===== src/rtl/uart_rx_pkg.sv =====
// rtl/uart_rx_pkg.sv - shared constants for the UART receiver: register offsets, STATUS bits, FSM states
package uart_rx_pkg;

    typedef enum logic [1:0] {
        ST_IDLE  = 2'd0,
        ST_START = 2'd1,
        ST_DATA  = 2'd2,
        ST_STOP  = 2'd3
    } rx_state_t;

    // Word offsets, compared against mem_addr[3:2]
    localparam logic [1:0] REG_RXDATA = 2'd0;
    localparam logic [1:0] REG_STATUS = 2'd1;

    localparam int STAT_NEMPTY  = 0;
    localparam int STAT_OVR     = 1;
    localparam int STAT_FERR    = 2;
    localparam int STAT_IRQ     = 3;
    localparam int STAT_CNT_LSB = 8;
    localparam int STAT_CNT_W   = 9;

endpackage


===== src/rtl/uart_rx_if.sv =====
// rtl/uart_rx_if.sv - CPU memory-bus slice seen by the UART receiver
interface uart_rx_if;
    logic        enable;
    logic        mem_valid;
    logic        mem_instr;
    logic [3:0]  mem_wstrb;
    logic [31:0] mem_wdata;
    logic [31:0] mem_addr;
    logic [31:0] mem_rdata;
    logic        mem_ready;

    modport master (
        output enable, mem_valid, mem_instr, mem_wstrb, mem_wdata, mem_addr,
        input  mem_rdata, mem_ready
    );

    modport slave (
        input  enable, mem_valid, mem_instr, mem_wstrb, mem_wdata, mem_addr,
        output mem_rdata, mem_ready
    );
endinterface


===== src/rtl/uart_rx_fifo.sv =====
// rtl/uart_rx_fifo.sv - power-of-two receive FIFO; a push while full is accepted only alongside a pop
module uart_rx_fifo #(
    parameter int DEPTH = 16,
    parameter int WIDTH = 8
) (
    input  logic                     clk,
    input  logic                     reset,
    input  logic                     i_push,
    input  logic [WIDTH-1:0]         i_din,
    input  logic                     i_pop,
    output logic [WIDTH-1:0]         o_dout,
    output logic                     o_full,
    output logic                     o_empty,
    output logic [$clog2(DEPTH):0]   o_count
);
    localparam int AW = $clog2(DEPTH);

    logic [WIDTH-1:0] r_mem [DEPTH];
    logic [AW-1:0]    r_wptr;
    logic [AW-1:0]    r_rptr;
    logic [AW:0]      r_count;
    logic             w_do_push;
    logic             w_do_pop;

    assign o_empty   = (r_count == '0);
    assign o_full    = (r_count == (AW+1)'(DEPTH));
    assign o_count   = r_count;
    assign o_dout    = r_mem[r_rptr];
    assign w_do_pop  = i_pop & ~o_empty;
    assign w_do_push = i_push & (~o_full | w_do_pop);

    always_ff @(posedge clk or posedge reset) begin
        if (reset) begin
            r_wptr  <= '0;
            r_rptr  <= '0;
            r_count <= '0;
        end else begin
            if (w_do_push) r_wptr <= r_wptr + 1'b1;
            if (w_do_pop)  r_rptr <= r_rptr + 1'b1;
            r_count <= r_count + {{AW{1'b0}}, w_do_push} - {{AW{1'b0}}, w_do_pop};
        end
    end

    always_ff @(posedge clk) begin
        if (w_do_push) r_mem[r_wptr] <= i_din;
    end
endmodule


===== src/rtl/uart_rx.sv =====
// rtl/uart_rx.sv - UART receiver with RX FIFO and RXDATA/STATUS registers on the CPU bus
// Optional UART_RX_IRQ_EN adds the registered rx_irq output and STATUS bit3.
module uart_rx
    import uart_rx_pkg::*;
#(
    parameter int BAUD_DIV   = 868,
    parameter int FIFO_DEPTH = 16
) (
    input  logic     clk,
    input  logic     reset,
    input  logic     serialIn,
`ifdef UART_RX_IRQ_EN
    output logic     rx_irq,
`endif
    uart_rx_if.slave bus
);
    localparam int CW  = $clog2(BAUD_DIV);
    localparam int FCW = $clog2(FIFO_DEPTH) + 1;
    localparam logic [CW-1:0] CNT_HALF = CW'(BAUD_DIV / 2);
    localparam logic [CW-1:0] CNT_FULL = CW'(BAUD_DIV - 1);

    logic [1:0]    r_sync;
    logic          r_prev;
    logic          w_rx;
    rx_state_t     r_state, w_state_next;
    logic [CW-1:0] r_cnt, w_cnt_next;
    logic [7:0]    r_shift, w_shift_next;
    logic [2:0]    r_bit, w_bit_next;
    logic          r_stop_wait, w_stop_wait_next;
    logic          w_expired, w_push, w_ferr_set;

    logic          r_ready, r_ovr, r_ferr;
    logic [31:0]   r_rdata;
    logic          w_req, w_wr, w_pop, w_full, w_empty, w_ovr_set, w_clr_ovr, w_clr_ferr;
    logic [1:0]    w_reg;
    logic [7:0]    w_dout;
    logic [FCW-1:0] w_count;
    logic [31:0]   w_status, w_rdata;
    logic          w_unused_bits;

    assign w_rx = r_sync[1];

    always_ff @(posedge clk or posedge reset) begin
        if (reset) begin
            r_sync      <= 2'b11;
            r_prev      <= 1'b1;
            r_state     <= ST_IDLE;
            r_cnt       <= '0;
            r_shift     <= '0;
            r_bit       <= '0;
            r_stop_wait <= 1'b0;
        end else begin
            r_sync      <= {r_sync[0], serialIn};
            r_prev      <= w_rx;
            r_state     <= w_state_next;
            r_cnt       <= w_cnt_next;
            r_shift     <= w_shift_next;
            r_bit       <= w_bit_next;
            r_stop_wait <= w_stop_wait_next;
        end
    end

    always_comb begin
        w_state_next     = r_state;
        w_expired        = (r_cnt == '0);
        w_cnt_next       = w_expired ? r_cnt : r_cnt - 1'b1;
        w_shift_next     = r_shift;
        w_bit_next       = r_bit;
        w_stop_wait_next = r_stop_wait;
        w_push           = 1'b0;
        w_ferr_set       = 1'b0;
        case (r_state)
            ST_IDLE: if (r_prev && !w_rx) begin
                w_state_next = ST_START;
                w_cnt_next   = CNT_HALF;
            end
            ST_START: if (w_expired) begin
                if (!w_rx) begin
                    w_state_next = ST_DATA;
                    w_cnt_next   = CNT_FULL;
                    w_bit_next   = '0;
                end else begin
                    w_state_next = ST_IDLE;
                end
            end
            ST_DATA: if (w_expired) begin
                w_shift_next = {w_rx, r_shift[7:1]};
                w_cnt_next   = CNT_FULL;
                w_bit_next   = r_bit + 3'd1;
                if (r_bit == 3'd7) w_state_next = ST_STOP;
            end
            ST_STOP: begin
                // After a framing error, hold here until the line returns to idle
                if (r_stop_wait) begin
                    if (w_rx) begin
                        w_state_next     = ST_IDLE;
                        w_stop_wait_next = 1'b0;
                    end
                end else if (w_expired) begin
                    if (w_rx) begin
                        w_push       = 1'b1;
                        w_state_next = ST_IDLE;
                    end else begin
                        w_ferr_set       = 1'b1;
                        w_stop_wait_next = 1'b1;
                    end
                end
            end
            default: w_state_next = ST_IDLE;
        endcase
    end

    uart_rx_fifo #(.DEPTH(FIFO_DEPTH), .WIDTH(8)) u_fifo (
        .clk     (clk),
        .reset   (reset),
        .i_push  (w_push),
        .i_din   (r_shift),
        .i_pop   (w_pop),
        .o_dout  (w_dout),
        .o_full  (w_full),
        .o_empty (w_empty),
        .o_count (w_count)
    );

    assign w_req      = bus.mem_valid & bus.enable & ~r_ready;
    assign w_wr       = |bus.mem_wstrb;
    assign w_reg      = bus.mem_addr[3:2];
    assign w_pop      = w_req & ~w_wr & (w_reg == REG_RXDATA) & ~w_empty;
    assign w_ovr_set  = w_push & w_full & ~w_pop;
    assign w_clr_ovr  = w_req & w_wr & (w_reg == REG_STATUS) & bus.mem_wstrb[0] & bus.mem_wdata[STAT_OVR];
    assign w_clr_ferr = w_req & w_wr & (w_reg == REG_STATUS) & bus.mem_wstrb[0] & bus.mem_wdata[STAT_FERR];
    assign w_unused_bits = ^{bus.mem_instr, bus.mem_wdata[31:3], bus.mem_wdata[0],
                             bus.mem_addr[31:4], bus.mem_addr[1:0]};

    always_comb begin
        w_status                                = '0;
        w_status[STAT_NEMPTY]                   = ~w_empty;
        w_status[STAT_OVR]                      = r_ovr;
        w_status[STAT_FERR]                     = r_ferr;
        w_status[STAT_CNT_LSB +: STAT_CNT_W]    = STAT_CNT_W'(w_count);
`ifdef UART_RX_IRQ_EN
        w_status[STAT_IRQ]                      = rx_irq;
`endif
        w_rdata = '0;
        if (w_reg == REG_RXDATA && !w_empty) w_rdata = {24'h0, w_dout};
        else if (w_reg == REG_STATUS)        w_rdata = w_status;
    end

    always_ff @(posedge clk or posedge reset) begin
        if (reset) begin
            r_ready <= 1'b0;
            r_rdata <= '0;
            r_ovr   <= 1'b0;
            r_ferr  <= 1'b0;
        end else begin
            r_ready <= w_req;
            r_rdata <= (w_req && !w_wr) ? w_rdata : '0;
            r_ovr   <= (r_ovr  & ~w_clr_ovr)  | w_ovr_set;
            r_ferr  <= (r_ferr & ~w_clr_ferr) | w_ferr_set;
        end
    end

`ifdef UART_RX_IRQ_EN
    logic r_irq;
    always_ff @(posedge clk or posedge reset) begin
        if (reset) r_irq <= 1'b0;
        else       r_irq <= ~w_empty | r_ovr | r_ferr;
    end
    assign rx_irq = r_irq;
`endif

    assign bus.mem_ready = r_ready;
    assign bus.mem_rdata = r_rdata;
endmodule


===== src/flat_wrapper.sv =====
// flat-port wrapper written by rule: the top's interface ports become plain ports
module uart_rx_flat import uart_rx_pkg::*;
#(
    parameter int BAUD_DIV   = 868,
    parameter int FIFO_DEPTH = 16
)
  (clk, reset, serialIn, bus_enable, bus_mem_valid, bus_mem_instr, bus_mem_wstrb, bus_mem_wdata, bus_mem_addr, bus_mem_rdata, bus_mem_ready);
  uart_rx_if bus_i ();
  input  logic clk;
  input  logic reset;
  input  logic serialIn;
  input wire logic [$bits(bus_i.enable)-1:0] bus_enable;
  input wire logic [$bits(bus_i.mem_valid)-1:0] bus_mem_valid;
  input wire logic [$bits(bus_i.mem_instr)-1:0] bus_mem_instr;
  input wire logic [$bits(bus_i.mem_wstrb)-1:0] bus_mem_wstrb;
  input wire logic [$bits(bus_i.mem_wdata)-1:0] bus_mem_wdata;
  input wire logic [$bits(bus_i.mem_addr)-1:0] bus_mem_addr;
  output wire logic [$bits(bus_i.mem_rdata)-1:0] bus_mem_rdata;
  output wire logic [$bits(bus_i.mem_ready)-1:0] bus_mem_ready;
  assign bus_i.enable = bus_enable;
  assign bus_i.mem_valid = bus_mem_valid;
  assign bus_i.mem_instr = bus_mem_instr;
  assign bus_i.mem_wstrb = bus_mem_wstrb;
  assign bus_i.mem_wdata = bus_mem_wdata;
  assign bus_i.mem_addr = bus_mem_addr;
  assign bus_mem_rdata = bus_i.mem_rdata;
  assign bus_mem_ready = bus_i.mem_ready;
  uart_rx #(.BAUD_DIV(BAUD_DIV), .FIFO_DEPTH(FIFO_DEPTH)) u_core (.clk(clk), .reset(reset), .serialIn(serialIn), .bus(bus_i));
endmodule

===== config.mk =====
export PLATFORM = sky130hd
export DESIGN_NAME = uart_rx_flat
export DESIGN_NICKNAME = d
export VERILOG_FILES = /design/src/rtl/uart_rx_pkg.sv /design/src/rtl/uart_rx_if.sv /design/src/rtl/uart_rx_fifo.sv /design/src/rtl/uart_rx.sv /design/src/flat_wrapper.sv
export SDC_FILE = /design/constraint.sdc
export NUM_CORES = 1
export LEC_CHECK = 0
export BUFFER_PORTS_ARGS = -buffer_cell sky130_fd_sc_hd__buf_2
export CAP_MARGIN = 0
export CORE_ASPECT_RATIO = 1.75
export CORE_MARGIN = 2
export CORE_UTILIZATION = 30
export DETAILED_ROUTE_END_ITERATION = 6
export PLACE_DENSITY_LB_ADDON = 0.15
export SYNTH_ARGS = -nofsm -noshare
export SYNTH_HDL_FRONTEND = slang
export SYNTH_SLANG_ARGS = --single-unit

===== constraint.sdc =====
create_clock -name clk -period 7.5 [get_ports clk]
set_clock_uncertainty 0.1 [all_clocks]
set_input_delay 1.5 -clock clk [delete_from_list [all_inputs] [get_ports clk]]
set_output_delay 1.5 -clock clk [all_outputs]
set_load 0.1 [all_outputs]

==> results.yml <==
place:
  dp_hpwl_um: 11320
  post-place-ws_ns: 2.597
  gp_congestion: 0.8066
  portBuffers: 26
  dp.cells: 830
clock_tree:
  post_cts_buffers: 0
  postCtsHoldBufs: 0
  htreeDepth: 4
  path_clk_slew_ns: 0.06
  cts_tree: "built"
  post_cts_resize_count: 0
  clock_path_buffers: 2
  clock-sinks: 184
  cts-root-buf: "clkbuf_16"
  clk_latency_ns: 0.44
  numCtsBuffers: 17
synth:
  synth_top_area_share_pct: 48.58
  seq_area_frac_synth_pct: 66.35
  syn_area_um2: 7911
  synthCells: 500
  ys_seq_elements: 184
  yosysWarnings: 0
  synth.distinct_cells: 65
  synth_top_cell_by_area: "edfxtp_1"
  synth_top_cells_by_area: "edfxtp_1 49%, dfrtp_1 17%, mux4_2 9.7%, ha_1 2.4%, buf_4 1.9%"
  synth_edf_count: 128
  synth_ff_type: "edfxtp_1"
  ys_async_sr_fraction_pct: 30.43
  avgSynthCellArea_um2: 15.82
critical_path:
  setup.worst_path.start_class: "input port"
  crit_path_max_incr_delay_ns: 0.84
  r2r_setup_slack_ns: 3.30
  crit_end: "u_core.u_fifo.o_count[4]$_DFF_PP0_"
  crit_chain: "buf_2 > or4_1 > or4_1 > inv_1 > ha_1 > inv_1 > ha_1 > inv_1 > fa_1 > inv_1 > a21oi_1 > o21bai_1 > xnor2_1"
  crit_family: "simple AND/OR/NAND/NOR gates"
  crit_top_cell: "inv_1"
  r2r-start: "u_core.r_cnt[0]$_DFF_PP0_"
  crit-reg2reg-capture: "u_core.u_fifo.o_count[4]$_DFF_PP0_"
  crit_buf_inv: 5
  cpMaxStageDelayCell: "or4_1"
  crit_path_start: "bus_mem_wstrb[3]"
  worst_setup_path_end_kind: "register"
  worst-endpoint-required_ns: 7.75
  arrival_ns: 4.71
  r2r_cells: 15
  cp.depth: 13
  critical_path.max_fanout: 10
  crit_type: "in2reg"
route:
  wl_met3_um: 364
  drt_first_pass_iters: 6
  top_layer: "met4"
  met1_length_um: 6176
  drcViolationCount: 0
  viasPerCell: 4.916
  vias: 4238
  drtAntennaViolNets: 0
  post_drt_wl_per_cell_um: 19.22
  drt_iter0_markers: 336
  wl_um: 16570
  dr_wl_met2_um: 9710
sta:
  min_period_ns: 4.461
  fin_ws_ns: 3.039
  timing.final.crit_share_pct: 59.49
  fmax_mhz: 224.1
  rsz0062_at_grt: "false"
  finalSetupViolations: 0
  tightest_slew_ns: 0.9426
  report.final.slew_viol_count: 0
  slew_headroom_pct: 37.02
  tns_ns: 0
  hold_viol: 0
  hold_slack_ns: 0.2565
power:
  power_density_nw_per_um2: 276.6
  p_leak_nw: 3.295
  irDropWorstVdd_mv: 0.1662
global_routing:
  track_usage_pct: 13.14
  grt_max_degree: 57
  grt_pass1_vias: 4515
  antenna_found_initial: 0
  overflow: 0
  grt_pass1_wl_um: 26740
layout:
  most-common-layout-cells: "128 x edfxtp_1, 53 x dfrtp_1, 34 x mux4_2, 26 x buf_2, 21 x inv_1"
  post_route_cells_drive_above_1_share_pct: 22.69
  layout.nets: 619
  antenna_cells: 0
  stdcell_count: 862
  final_common_cell: "edfxtp_1"
  areaGrowthSynthToFinish_pct: 13.57
die:
  initial_core_util_pct: 30.48
  fp.dieArea_um2: 27740
  row_count: 78
  pin_count: 107
  dieHeight_um: 218.8
  die_w_um: 126.8
  core_area_um2: 25960
status:
  status: "finished, final reports clean"
worst_hold_path:
  min_path_type: "reg2reg"
flow_run:
  cap_violations: 0
## area by class of cell
| cell class | instances | area [um^2] |
|---|---|---|
| fillers | 2477 | 16980 |
| multi-input cells | 270 | 2422 |
| repair buffers | 33 | 182.7 |
| clock buffers | 25 | 505.5 |
| well taps | 320 | 400.4 |
| inverters | 23 | 86.33 |
| clock inverters | 7 | 138.9 |
| flip-flops and latches | 184 | 5249 |
## synth_stat cells, types with 8 or more instances
cell and instances:
edfxtp_1 128, dfrtp_1 53, mux4_2 34, inv_1 22
buf_4 20, nand2_1 17, a21oi_1 15, ha_1 15
nor2_1 15, a211oi_1 11, and3_1 11, nor3_1 11
buf_2 9, mux2_2 9, nor2b_1 9, o21ai_0 9
clkbuf_1 8
## worst min path at each step
stage,to,cells after the start,startpoint
2_1_floorplan,u_core.r_sync[1]$_DFF_PP1_,0,u_core.r_sync[0]$_DFF_PP1_
3_3_place_gp,u_core.r_sync[1]$_DFF_PP1_,0,u_core.r_sync[0]$_DFF_PP1_
3_5_place_dp,u_core.r_sync[1]$_DFF_PP1_,0,u_core.r_sync[0]$_DFF_PP1_
4_1_cts,u_core.r_sync[1]$_DFF_PP1_,0,u_core.r_sync[0]$_DFF_PP1_
5_1_grt,u_core.r_sync[1]$_DFF_PP1_,0,u_core.r_sync[0]$_DFF_PP1_
6_report,u_core.r_sync[1]$_DFF_PP1_,0,u_core.r_sync[0]$_DFF_PP1_
## flip-flops by register name (all words and copies together) (netlist names), 2 cells and up, named ones only
register,cells
u_core.u_fifo.r_mem,128
u_core.bus.mem_rdata,13
u_core.r_cnt,10
u_core.r_shift,8
u_core.u_fifo.o_count,5
u_core.u_fifo.r_rptr,4
u_core.u_fifo.r_wptr,4
u_core.r_bit,3
u_core.r_sync,2
## routing by layer
layer	GRT usage, %	up-vias
met3	2.852	15
li1	-	1948
met1	13.73	2216
met5	0	-
met4	5.385	0
met2	25.17	59
## power breakdown
part           total, mW  leakage (nW)  internal, mW  switching [mW]
logic              0.328          1.06         0.132           0.196
registers           1.19          1.93          1.12          0.0647
clock network      0.967         0.307         0.602           0.366
total               2.49          3.30          1.86           0.627
## kinds of logic after synthesis
family	count (synthesis)	share of synthesized area, %
xor+xnor	12	1.328
other cells	1	0.04740
compound gates	59	5.188
simple gates	115	8.461
mux	49	11.78
fa+ha+maj	16	2.625
buf+inv	64	4.223
flops	184	66.35
## through the flow
stage                     power (mW)  utilization, %  instance area [um^2]
final                          2.485           34.61                  8985
after global routing           2.604           34.61                  8985
after CTS                      2.518           34.61                  8985
after detailed placement       1.540           32.13                  8341
after global placement         1.535           32.13                  8341
after floorplan                1.473               -                  7979
(Power assumes the default switching activity.)
